===== src/rtl/alu_pkg.sv =====
// Shared definitions for the ALU sharing arbiter.
//   ALUOp encodings, ALU Operation encodings and the arbiter FSM state type.
package alu_pkg;

  localparam logic [1:0] ALUOP_MEM = 2'b00;
  localparam logic [1:0] ALUOP_BR  = 2'b01;
  localparam logic [1:0] ALUOP_R   = 2'b10;

  localparam logic [3:0] OP_AND = 4'b0000;
  localparam logic [3:0] OP_OR  = 4'b0001;
  localparam logic [3:0] OP_ADD = 4'b0010;
  localparam logic [3:0] OP_SLL = 4'b0100;
  localparam logic [3:0] OP_SUB = 4'b0110;

  typedef enum logic [1:0] {
    S_IDLE = 2'd0,
    S_EXEC = 2'd1,
    S_RESP = 2'd2
  } state_t;

endpackage


===== src/rtl/alu_op_decode.sv =====
// Combinational ALUOp/Funct -> ALU Operation decoder.
//   aluop     in  2  ALUOp from the granted requester
//   funct     in  4  {funct7[5], funct3}
//   operation out 4  ALU Operation code (ADD on illegal combinations)
//   err       out 1  illegal ALUOp/Funct combination
module alu_op_decode
  import alu_pkg::*;
(
  input  logic [1:0] aluop,
  input  logic [3:0] funct,
  output logic [3:0] operation,
  output logic       err
);

  always_comb begin
    operation = OP_ADD;
    err       = 1'b0;
    case (aluop)
      ALUOP_MEM: if (funct == 4'b0001) operation = OP_SLL;
      ALUOP_BR:  operation = OP_SUB;
      ALUOP_R: begin
        case (funct)
          4'b0000: operation = OP_ADD;
          4'b1000: operation = OP_SUB;
          4'b0111: operation = OP_AND;
          4'b0110: operation = OP_OR;
          default: err = 1'b1;
        endcase
      end
      default: err = 1'b1;
    endcase
  end

endmodule


===== src/rtl/alu_share_arbiter.sv =====
// Two-requester round-robin arbiter in front of one shared ALU.
//   clk, reset         clock, async active-low reset
//   req_*              per-requester request channel (valid/ready, packed {r1,r0})
//   rsp_*              registered response, rsp_valid one-hot to the owner
//   alu_a/b/operation  registered drive to the shared ALU
//   alu_result/zero    combinational return from the shared ALU
// One operation in flight: IDLE (accept) -> EXEC (ALU runs) -> RESP (hold until taken).
module alu_share_arbiter
  import alu_pkg::*;
#(
  parameter int WIDTH = 64,
  parameter int OP_W  = 4
) (
  input  logic                 clk,
  input  logic                 reset,
  input  logic [1:0]           req_valid,
  output logic [1:0]           req_ready,
  input  logic [3:0]           req_aluop,
  input  logic [7:0]           req_funct,
  input  logic [2*WIDTH-1:0]   req_a,
  input  logic [2*WIDTH-1:0]   req_b,
  output logic [1:0]           rsp_valid,
  input  logic [1:0]           rsp_ready,
  output logic [WIDTH-1:0]     rsp_result,
  output logic                 rsp_zero,
  output logic                 rsp_err,
  output logic [WIDTH-1:0]     alu_a,
  output logic [WIDTH-1:0]     alu_b,
  output logic [OP_W-1:0]      alu_operation,
  input  logic [WIDTH-1:0]     alu_result,
  input  logic                 alu_zero
);

  state_t     state;
  logic       rr_ptr;
  logic       owner;
  logic       err_q;
  logic       g;
  logic [1:0] aluop_g;
  logic [3:0] funct_g;
  logic [WIDTH-1:0] a_g, b_g;
  logic [OP_W-1:0]  dec_op;
  logic       dec_err;
  logic       accept;

  // Contention resolved by rr_ptr; a lone requester always wins.
  always_comb begin
    g       = (req_valid == 2'b11) ? rr_ptr : req_valid[1];
    aluop_g = g ? req_aluop[3:2] : req_aluop[1:0];
    funct_g = g ? req_funct[7:4] : req_funct[3:0];
    a_g     = g ? req_a[2*WIDTH-1:WIDTH] : req_a[WIDTH-1:0];
    b_g     = g ? req_b[2*WIDTH-1:WIDTH] : req_b[WIDTH-1:0];
  end

  // Gated by reset so no ready leaks out while reset is held.
  always_comb begin
    req_ready = 2'b00;
    if (reset && state == S_IDLE && |req_valid) req_ready[g] = 1'b1;
  end

  assign accept = |(req_valid & req_ready);

  alu_op_decode u_dec (
    .aluop     (aluop_g),
    .funct     (funct_g),
    .operation (dec_op),
    .err       (dec_err)
  );

  // alu_* are the operand latches themselves: loaded on accept, held otherwise.
  always_ff @(posedge clk or negedge reset) begin
    if (!reset) begin
      state         <= S_IDLE;
      rr_ptr        <= 1'b0;
      owner         <= 1'b0;
      err_q         <= 1'b0;
      alu_a         <= '0;
      alu_b         <= '0;
      alu_operation <= '0;
      rsp_valid     <= 2'b00;
      rsp_result    <= '0;
      rsp_zero      <= 1'b0;
      rsp_err       <= 1'b0;
    end else begin
      case (state)
        S_IDLE: begin
          if (accept) begin
            alu_a         <= a_g;
            alu_b         <= b_g;
            alu_operation <= dec_op;
            err_q         <= dec_err;
            owner         <= g;
            rr_ptr        <= ~g;
            state         <= S_EXEC;
          end
        end
        S_EXEC: begin
          // Illegal ops still run the ALU but report a zeroed result.
          rsp_result <= err_q ? '0 : alu_result;
          rsp_zero   <= err_q ? 1'b0 : alu_zero;
          rsp_err    <= err_q;
          rsp_valid  <= owner ? 2'b10 : 2'b01;
          state      <= S_RESP;
        end
        S_RESP: begin
          if (rsp_ready[owner]) begin
            rsp_valid <= 2'b00;
            state     <= S_IDLE;
          end
        end
        default: state <= S_IDLE;
      endcase
    end
  end

endmodule


===== config.mk =====
export PLATFORM = sky130hd
export DESIGN_NAME = alu_share_arbiter
export DESIGN_NICKNAME = d
export VERILOG_FILES = /design/src/rtl/alu_pkg.sv /design/src/rtl/alu_op_decode.sv /design/src/rtl/alu_share_arbiter.sv
export SDC_FILE = /design/constraint.sdc
export NUM_CORES = 1
export LEC_CHECK = 0
export CAP_MARGIN = 20
export CELL_PAD_IN_SITES_DETAIL_PLACEMENT = 0
export CELL_PAD_IN_SITES_GLOBAL_PLACEMENT = 1
export CORE_AREA = 2 2 211 213
export DETAILED_ROUTE_END_ITERATION = 8
export DIE_AREA = 0 0 213 215
export GPL_TIMING_DRIVEN = 0
export PLACE_DENSITY = 0.73
export SLEW_MARGIN = 20
export SYNTH_ARGS = -nofsm -noshare
export SYNTH_HDL_FRONTEND = slang
export SYNTH_SLANG_ARGS = --single-unit
export TNS_END_PERCENT = 20

===== constraint.sdc =====
create_clock -name clk -period 4.01 [get_ports clk]
set_clock_uncertainty 0.05 [all_clocks]
set_input_delay 0.802 -clock clk [delete_from_list [all_inputs] [get_ports clk]]
set_output_delay 0.802 -clock clk [all_outputs]
set_load 0.01 [all_outputs]

Word level (Yosys, flattened, before mapping)
Index checks and enable logic that the tools add are counted.
{ "word_totals": {"input_bits": 339, "register_bits": 205} }
{ "op_classes": {"n_bitwise": 2, "n_mux": 22, "n_eq_ne": 11, "n_reduce_logical": 14, "magnitude_cmp": 3} }
{ "op_table": {"columns": ["op", "count"], "rows": [
  ["64-bit two-way mux", 3],
  ["4-bit case mux with 3 select lines", 1],
  ["2-bit two-way mux", 5],
  ["3-bit case mux with 3 select lines", 1],
  ["4-bit by 3-bit equality test with 1-bit output, second input constant", 2],
  ["2-bit equality test, second input constant", 3],
  ["1-bit two-way mux", 6],
  ["2-bit case mux with 3 select lines", 1],
  ["2-bit AND reduction", 3],
  ["2-bit OR reduction", 3],
  ["2-bit by 1-bit equality test with 1-bit output, second input constant", 2],
  ["4-bit by 1-bit equality test with 1-bit output, second input constant", 1],
  ["4-bit equality test, second input constant", 1],
  ["2-bit logical NOT", 2],
  ["4-bit logical NOT", 1],
  ["1-bit by 2-bit < comparator with 1-bit output, second input constant", 2],
  ["4-bit two-way mux", 1],
  ["2-bit != test, second input constant", 2],
  ["2-bit case mux with 2 select lines", 1],
  ["4-bit OR reduction", 1],
  ["1-bit logical AND", 3],
  ["3-bit two-way mux", 1],
  ["2-bit bitwise AND", 1],
  ["1-bit case mux with 2 select lines", 1],
  ["other kinds (4)", 4]
]} }

Depth between registers and ports, before layout
{ "logic_depth": {"word_depth": 11, "mapped_depth": 7} }

Cells and area by module
Synthesis repeated with hierarchy kept, for this count alone.
{ "unflattened": {"cells_unflattened": 787, "hier_area_um2": 8922.3} }
{ "by_module_without_submodules": {"columns": ["mod", "area_per_inst_um2", "cells_per_inst", "n_inst"], "rows": [
  ["alu_share_arbiter", 8823.5, 771, 1],
  ["alu_op_decode", 98.8, 16, 1]
]} }

Worst setup path before layout
OpenSTA, ideal clock, no wires.
{ "synth_path": {"path_kind": "input port to output port", "from": "in req_valid[0]", "to": "out req_ready[0]", "t_arrival_ns": 1.502, "path_stages": 5, "setup_slack_ns": 1.656, "t_required_ns": 3.158, "cell_sequence": "nand2b_1 and2_1 buf_2 nor2_4 buf_2"} }
{ "synth_between": {"elab_chain_len": 7, "word_cells_on_any_way": 10} }
{ "synth_rtl": {"columns": ["element", "line_no", "rtl"], "rows": [
  ["start: declaration", "alu_share_arbiter.sv:16", "input logic [1:0] req_valid,"],
  ["2-bit equality test", "alu_share_arbiter.sv:48", "g = (req_valid == 2'b11) ? rr_ptr : req_valid[1];"],
  ["1-bit two-way mux", "alu_share_arbiter.sv:48", null],
  ["1-bit by 2-bit < comparator with 1-bit output (not written as such) or 1-bit greater-or-equal comparator (tied branches)", "alu_share_arbiter.sv:58", "if (reset && state == S_IDLE && |req_valid) req_ready[g] = 1'b1;"],
  ["1-bit logical AND (not written as such)", "alu_share_arbiter.sv:58", null],
  ["1-bit two-way mux (not written as such)", "alu_share_arbiter.sv:58", null],
  ["1-bit demux with 1-bit select", "alu_share_arbiter.sv:58", null],
  ["2-bit two-way mux *", "alu_share_arbiter.sv:58", null],
  ["end: declaration", "alu_share_arbiter.sv:17", "output logic [1:0] req_ready,"]
]} }
Every way passes the cells marked *; elsewhere a longest branch is shown, timed or not.

Worst setup path in the final report
{ "layout_path": {"from": "in reset", "to": "out req_ready[1]"} }
{ "layout_between": {"elab_chain_len": 3} }
{ "layout_rtl": {"columns": ["element", "line_no", "rtl"], "rows": [
  ["start: declaration", "alu_share_arbiter.sv:15", "input logic reset,"],
  ["1-bit logical AND (2 in a row)", "alu_share_arbiter.sv:58", null],
  ["2-bit two-way mux", "alu_share_arbiter.sv:58", null]
]} }
Every way passes these cells.

==> impl_metrics.yaml <==
clock_tree:
  cts.clk_slew.worst_paths_ns: 0.06
  cts_tree: "done"
  cts_root_buf: "sky130_fd_sc_hd__clkbuf_16"
  later_pin_clock_latency_in_the_skew_report_ns: 0.53
  holdBufCountCts: 0
  htree_num_levels: 1
  clock_tree.buffer_depth: 3
  post_cts_buffers: 0
  clkSinkCount: 204
  tritoncts.num_buffers: 26
die:
  floorplan_die_area_mm2: 0.04580
  core_area_mm2: 0.04364
  ioPinCount: 541
  die_height_um: 215
  initial_utilization_pct: 20.67
  die_width_um: 213
  core.rowCount: 77
place:
  dp.final_hpwl_um: 29380
  finalWeightedCongestion: 0.8620
  placement.io_buffers: 539
  dpl_cell_area_mm2: 0.01522
synth:
  seq_area_frac_synth_pct: 56.60
  syn_area_per_cell_um2: 11.36
  netlist_instances: 794
  netlist_area_mm2: 0.009020
  synth.distinct_cells: 41
  ys_warn_count: 0
  synth-seq-cells: 204
  synth-edff-count: 0
  syn_nets: 1133
  synthFlopType: "sky130_fd_sc_hd__dfrtp_1"
  synth-async-reset-ratio_pct: 100.0
global_route:
  grt_first_pass_wirelength_um: 56190
  grt_util_all_layers_pct: 16.04
  grt_overflow: 0
  pin_count_of_the_biggest_net_entering_global_routing: 74
  via_count_of_the_first_global_routing_pass: 9278
  grt_antenna_before_repair: 1
sta:
  rsz0062_at_grt: "no"
  drv_slew: 0
  clock.fmax_mhz: 264.1
  timing.max_slew.rel_slack_pct: 59.20
  period_share_pct: 94.43
  finalHoldViolCount: 0
  totalNegativeSetupSlack_ns: 0
  period_needed_ns: 3.786
  finalSetupViolations: 0
  worst_slew_pin_slew_ns: 0.6120
outcome:
  result_of_the_run: "completed"
detailed_routing:
  vias_per_cell: 4.397
  num_vias: 8684
  post-route-drc-count: 0
  drt_iter0_drc: 384
  post_route_wl_um: 37860
  antenna_left: 0
  first_pass_iters: 6
  routed_wire_length_per_instance_um: 19.17
worst_setup_path:
  critical_path_arrival_ns: 2.93
  start_kind: "input pin"
  cp_peak_stage_delay_ns: 0.60
  cp-end-kind: "output port"
  cp_top_family: "buffers and inverters"
  critPathSlowestCell: "sky130_fd_sc_hd__clkdlybuf4s50_1"
  worst_path_required_ns: 3.16
  crit_chain: "buf_16 -> buf_16 -> nor3b_2 -> and3_1 -> buf_2 -> buf_2 -> clkdlybuf4s50_1"
  path_buf_inv: 5
  worstSetupPathType: "input pin to output port"
  critical_path_peak_fanout: 58
cells_and_area:
  proportion_of_layout_cells_with_a_drive_suffix_above_1_pct: 7.014
  area_growth_pct: 78.71
  final_nets: 1703
  antenna_cells_inserted: 0
  finalInstanceArea_mm2: 0.01612
run:
  cap_viol_max_count: 0
power_and_ir_drop:
  power.density_cell_area_mw_per_mm2: 713.6
  share_of_power_burned_in_combinational_logic_pct: 47.5
  switchingPower_mw: 3.783
  overall_power_of_the_completed_layout_mw: 11.50
  static-leakage-power_nw: 7.389
  power_report.internal_total_mw: 7.719
  power.clock.fraction_pct: 20.6
  power.share.sequential_pct: 31.8
  power.ir.vdd_worst_uv: 336.1
  power.share.switching_pct: 32.89
min_path:
  holdCritPathClass: "input pin to asynchronous set/reset pin"
-- synthesized netlist by cell type (2+ instances only) --
cell | n | area, um2
sky130_fd_sc_hd__inv_1 | 4 | 15.01
sky130_fd_sc_hd__nand2_1 | 76 | 285.3
sky130_fd_sc_hd__or3_1 | 2 | 12.51
sky130_fd_sc_hd__nor2_1 | 7 | 26.28
sky130_fd_sc_hd__nand2b_1 | 68 | 425.4
sky130_fd_sc_hd__a21o_1 | 130 | 975.9
sky130_fd_sc_hd__dfrtp_1 | 204 | 5105
sky130_fd_sc_hd__buf_4 | 11 | 82.58
sky130_fd_sc_hd__a31oi_1 | 2 | 12.51
sky130_fd_sc_hd__o21ai_1 | 65 | 325.3
sky130_fd_sc_hd__nor2b_1 | 2 | 12.51
sky130_fd_sc_hd__clkbuf_1 | 15 | 56.30
sky130_fd_sc_hd__nor4b_1 | 4 | 35.03
sky130_fd_sc_hd__buf_6 | 12 | 135.1
sky130_fd_sc_hd__o31ai_1 | 2 | 15.01
sky130_fd_sc_hd__and3_1 | 2 | 12.51
sky130_fd_sc_hd__a22o_1 | 128 | 1121
sky130_fd_sc_hd__nor4_1 | 2 | 12.51
sky130_fd_sc_hd__a21oi_1 | 3 | 15.01
sky130_fd_sc_hd__a32o_1 | 2 | 20.02
sky130_fd_sc_hd__buf_2 | 30 | 150.1
sky130_fd_sc_hd__o21ai_0 | 4 | 20.02
-- registers in the layout (all words and copies together) (netlist names) --
name           count
alu_operation      3
state              2
owner              1
err_q              1
rr_ptr             1
rsp_err            1
rsp_zero           1
rsp_result        64
rsp_valid          2
alu_b             64
alu_a             64
-- cells by family (layout without fill, tap and decap cells) --
logic type,after synthesis,count (layout),share of synthesized area (%)
mux,2,2,0.2358
other cells,1,1,0.04157
simple gates,169,169,9.655
buf+inv,73,662,4.910
flops,204,204,56.60
compound gates,345,345,28.56
-- cells in the final DEF (no fill, tap or decap), types with 12 or more instances in the layout --
cell and count:
sky130_fd_sc_hd__a21o_1 130, sky130_fd_sc_hd__a22o_1 128, sky130_fd_sc_hd__buf_2 30, sky130_fd_sc_hd__buf_6 12, sky130_fd_sc_hd__clkbuf_1 26, sky130_fd_sc_hd__clkbuf_16 27, sky130_fd_sc_hd__clkdlybuf4s50_1 538, sky130_fd_sc_hd__dfrtp_1 204
sky130_fd_sc_hd__nand2_1 76, sky130_fd_sc_hd__nand2b_1 68, sky130_fd_sc_hd__o21ai_1 65
-- metal layers --
layer / up-vias / GRT usage, % / share of wire, %
met4: 2 / 5.291 / 3.0
met5: - / 0 / 0.034
met1: 4241 / 18.66 / 39
li1: 4014 / - / -
met2: 364 / 28.50 / 50
met3: 63 / 3.989 / 7.9
-- per-stage QoR --
| stage | setup slack (ns) | hold WS (ns) | utilization (%) | cells |
|---|---|---|---|---|
| after floorplan | 1.656 | 0.3910 | - | 794 |
| after global placement | -8.057 | 0.4083 | 34.73 | 1925 |
| after detailed placement | -0.1408 | 0.4132 | 34.86 | 1927 |
| after CTS | 0.1019 | 0.09703 | 36.92 | 1975 |
| after global routing | 0.02559 | 0.1046 | 36.93 | 1975 |
| final | 0.2235 | 0.1067 | 36.93 | 1975 |
-- area by class of cell --
cell class                 count  area (um2)
timing repair buffer         542        5500
fill                        4363       27520
clock inverter                 4       72.57
clock buffer                  43       785.8
inverter                       5       18.77
tap                          592       740.7
buffer                        68       424.2
sequential                   204        5105
multi-input combinational    517        3472
-- power by group through the flow --
stage | combinational (mW) | sequential [mW] | clock, mW
2_1_floorplan | 2.00 | 4.07 | 0
3_3_place_gp | 5.45 | 3.65 | 0
3_5_place_dp | 5.50 | 3.68 | 0
4_1_cts | 5.54 | 3.66 | 2.45
5_1_grt | 5.87 | 3.78 | 2.54
6_report | 5.47 | 3.66 | 2.37
-- path summary, 6_finish.rpt --
kind / startpoint / slack (ns) / end / cells past startpoint
min in group clk: rr_ptr$_DFFE_PN0P_ / 0.43 / rr_ptr$_DFFE_PN0P_ / 1
max in group asynchronous: reset / 3.08 / alu_a[17]$_DFFE_PN0P_ / 2
worst max register to register: state[1]$_DFFE_PN0P_ / 1.95 / alu_b[45]$_DFFE_PN0P_ / 6
worst min register to register: rr_ptr$_DFFE_PN0P_ / 0.43 / rr_ptr$_DFFE_PN0P_ / 1
worst min-delay path: reset / 0.11 / rsp_result[61]$_DFFE_PN0P_ / 1
worst max-delay path: reset / 0.22 / req_ready[1] / 7
-- timing repair --
item,in CTS,in global routing
setup endpoints to repair,2,1
cloned,1,0
gates resized for setup,1,1
No activity file was read; power rests on OpenSTA's default activity.
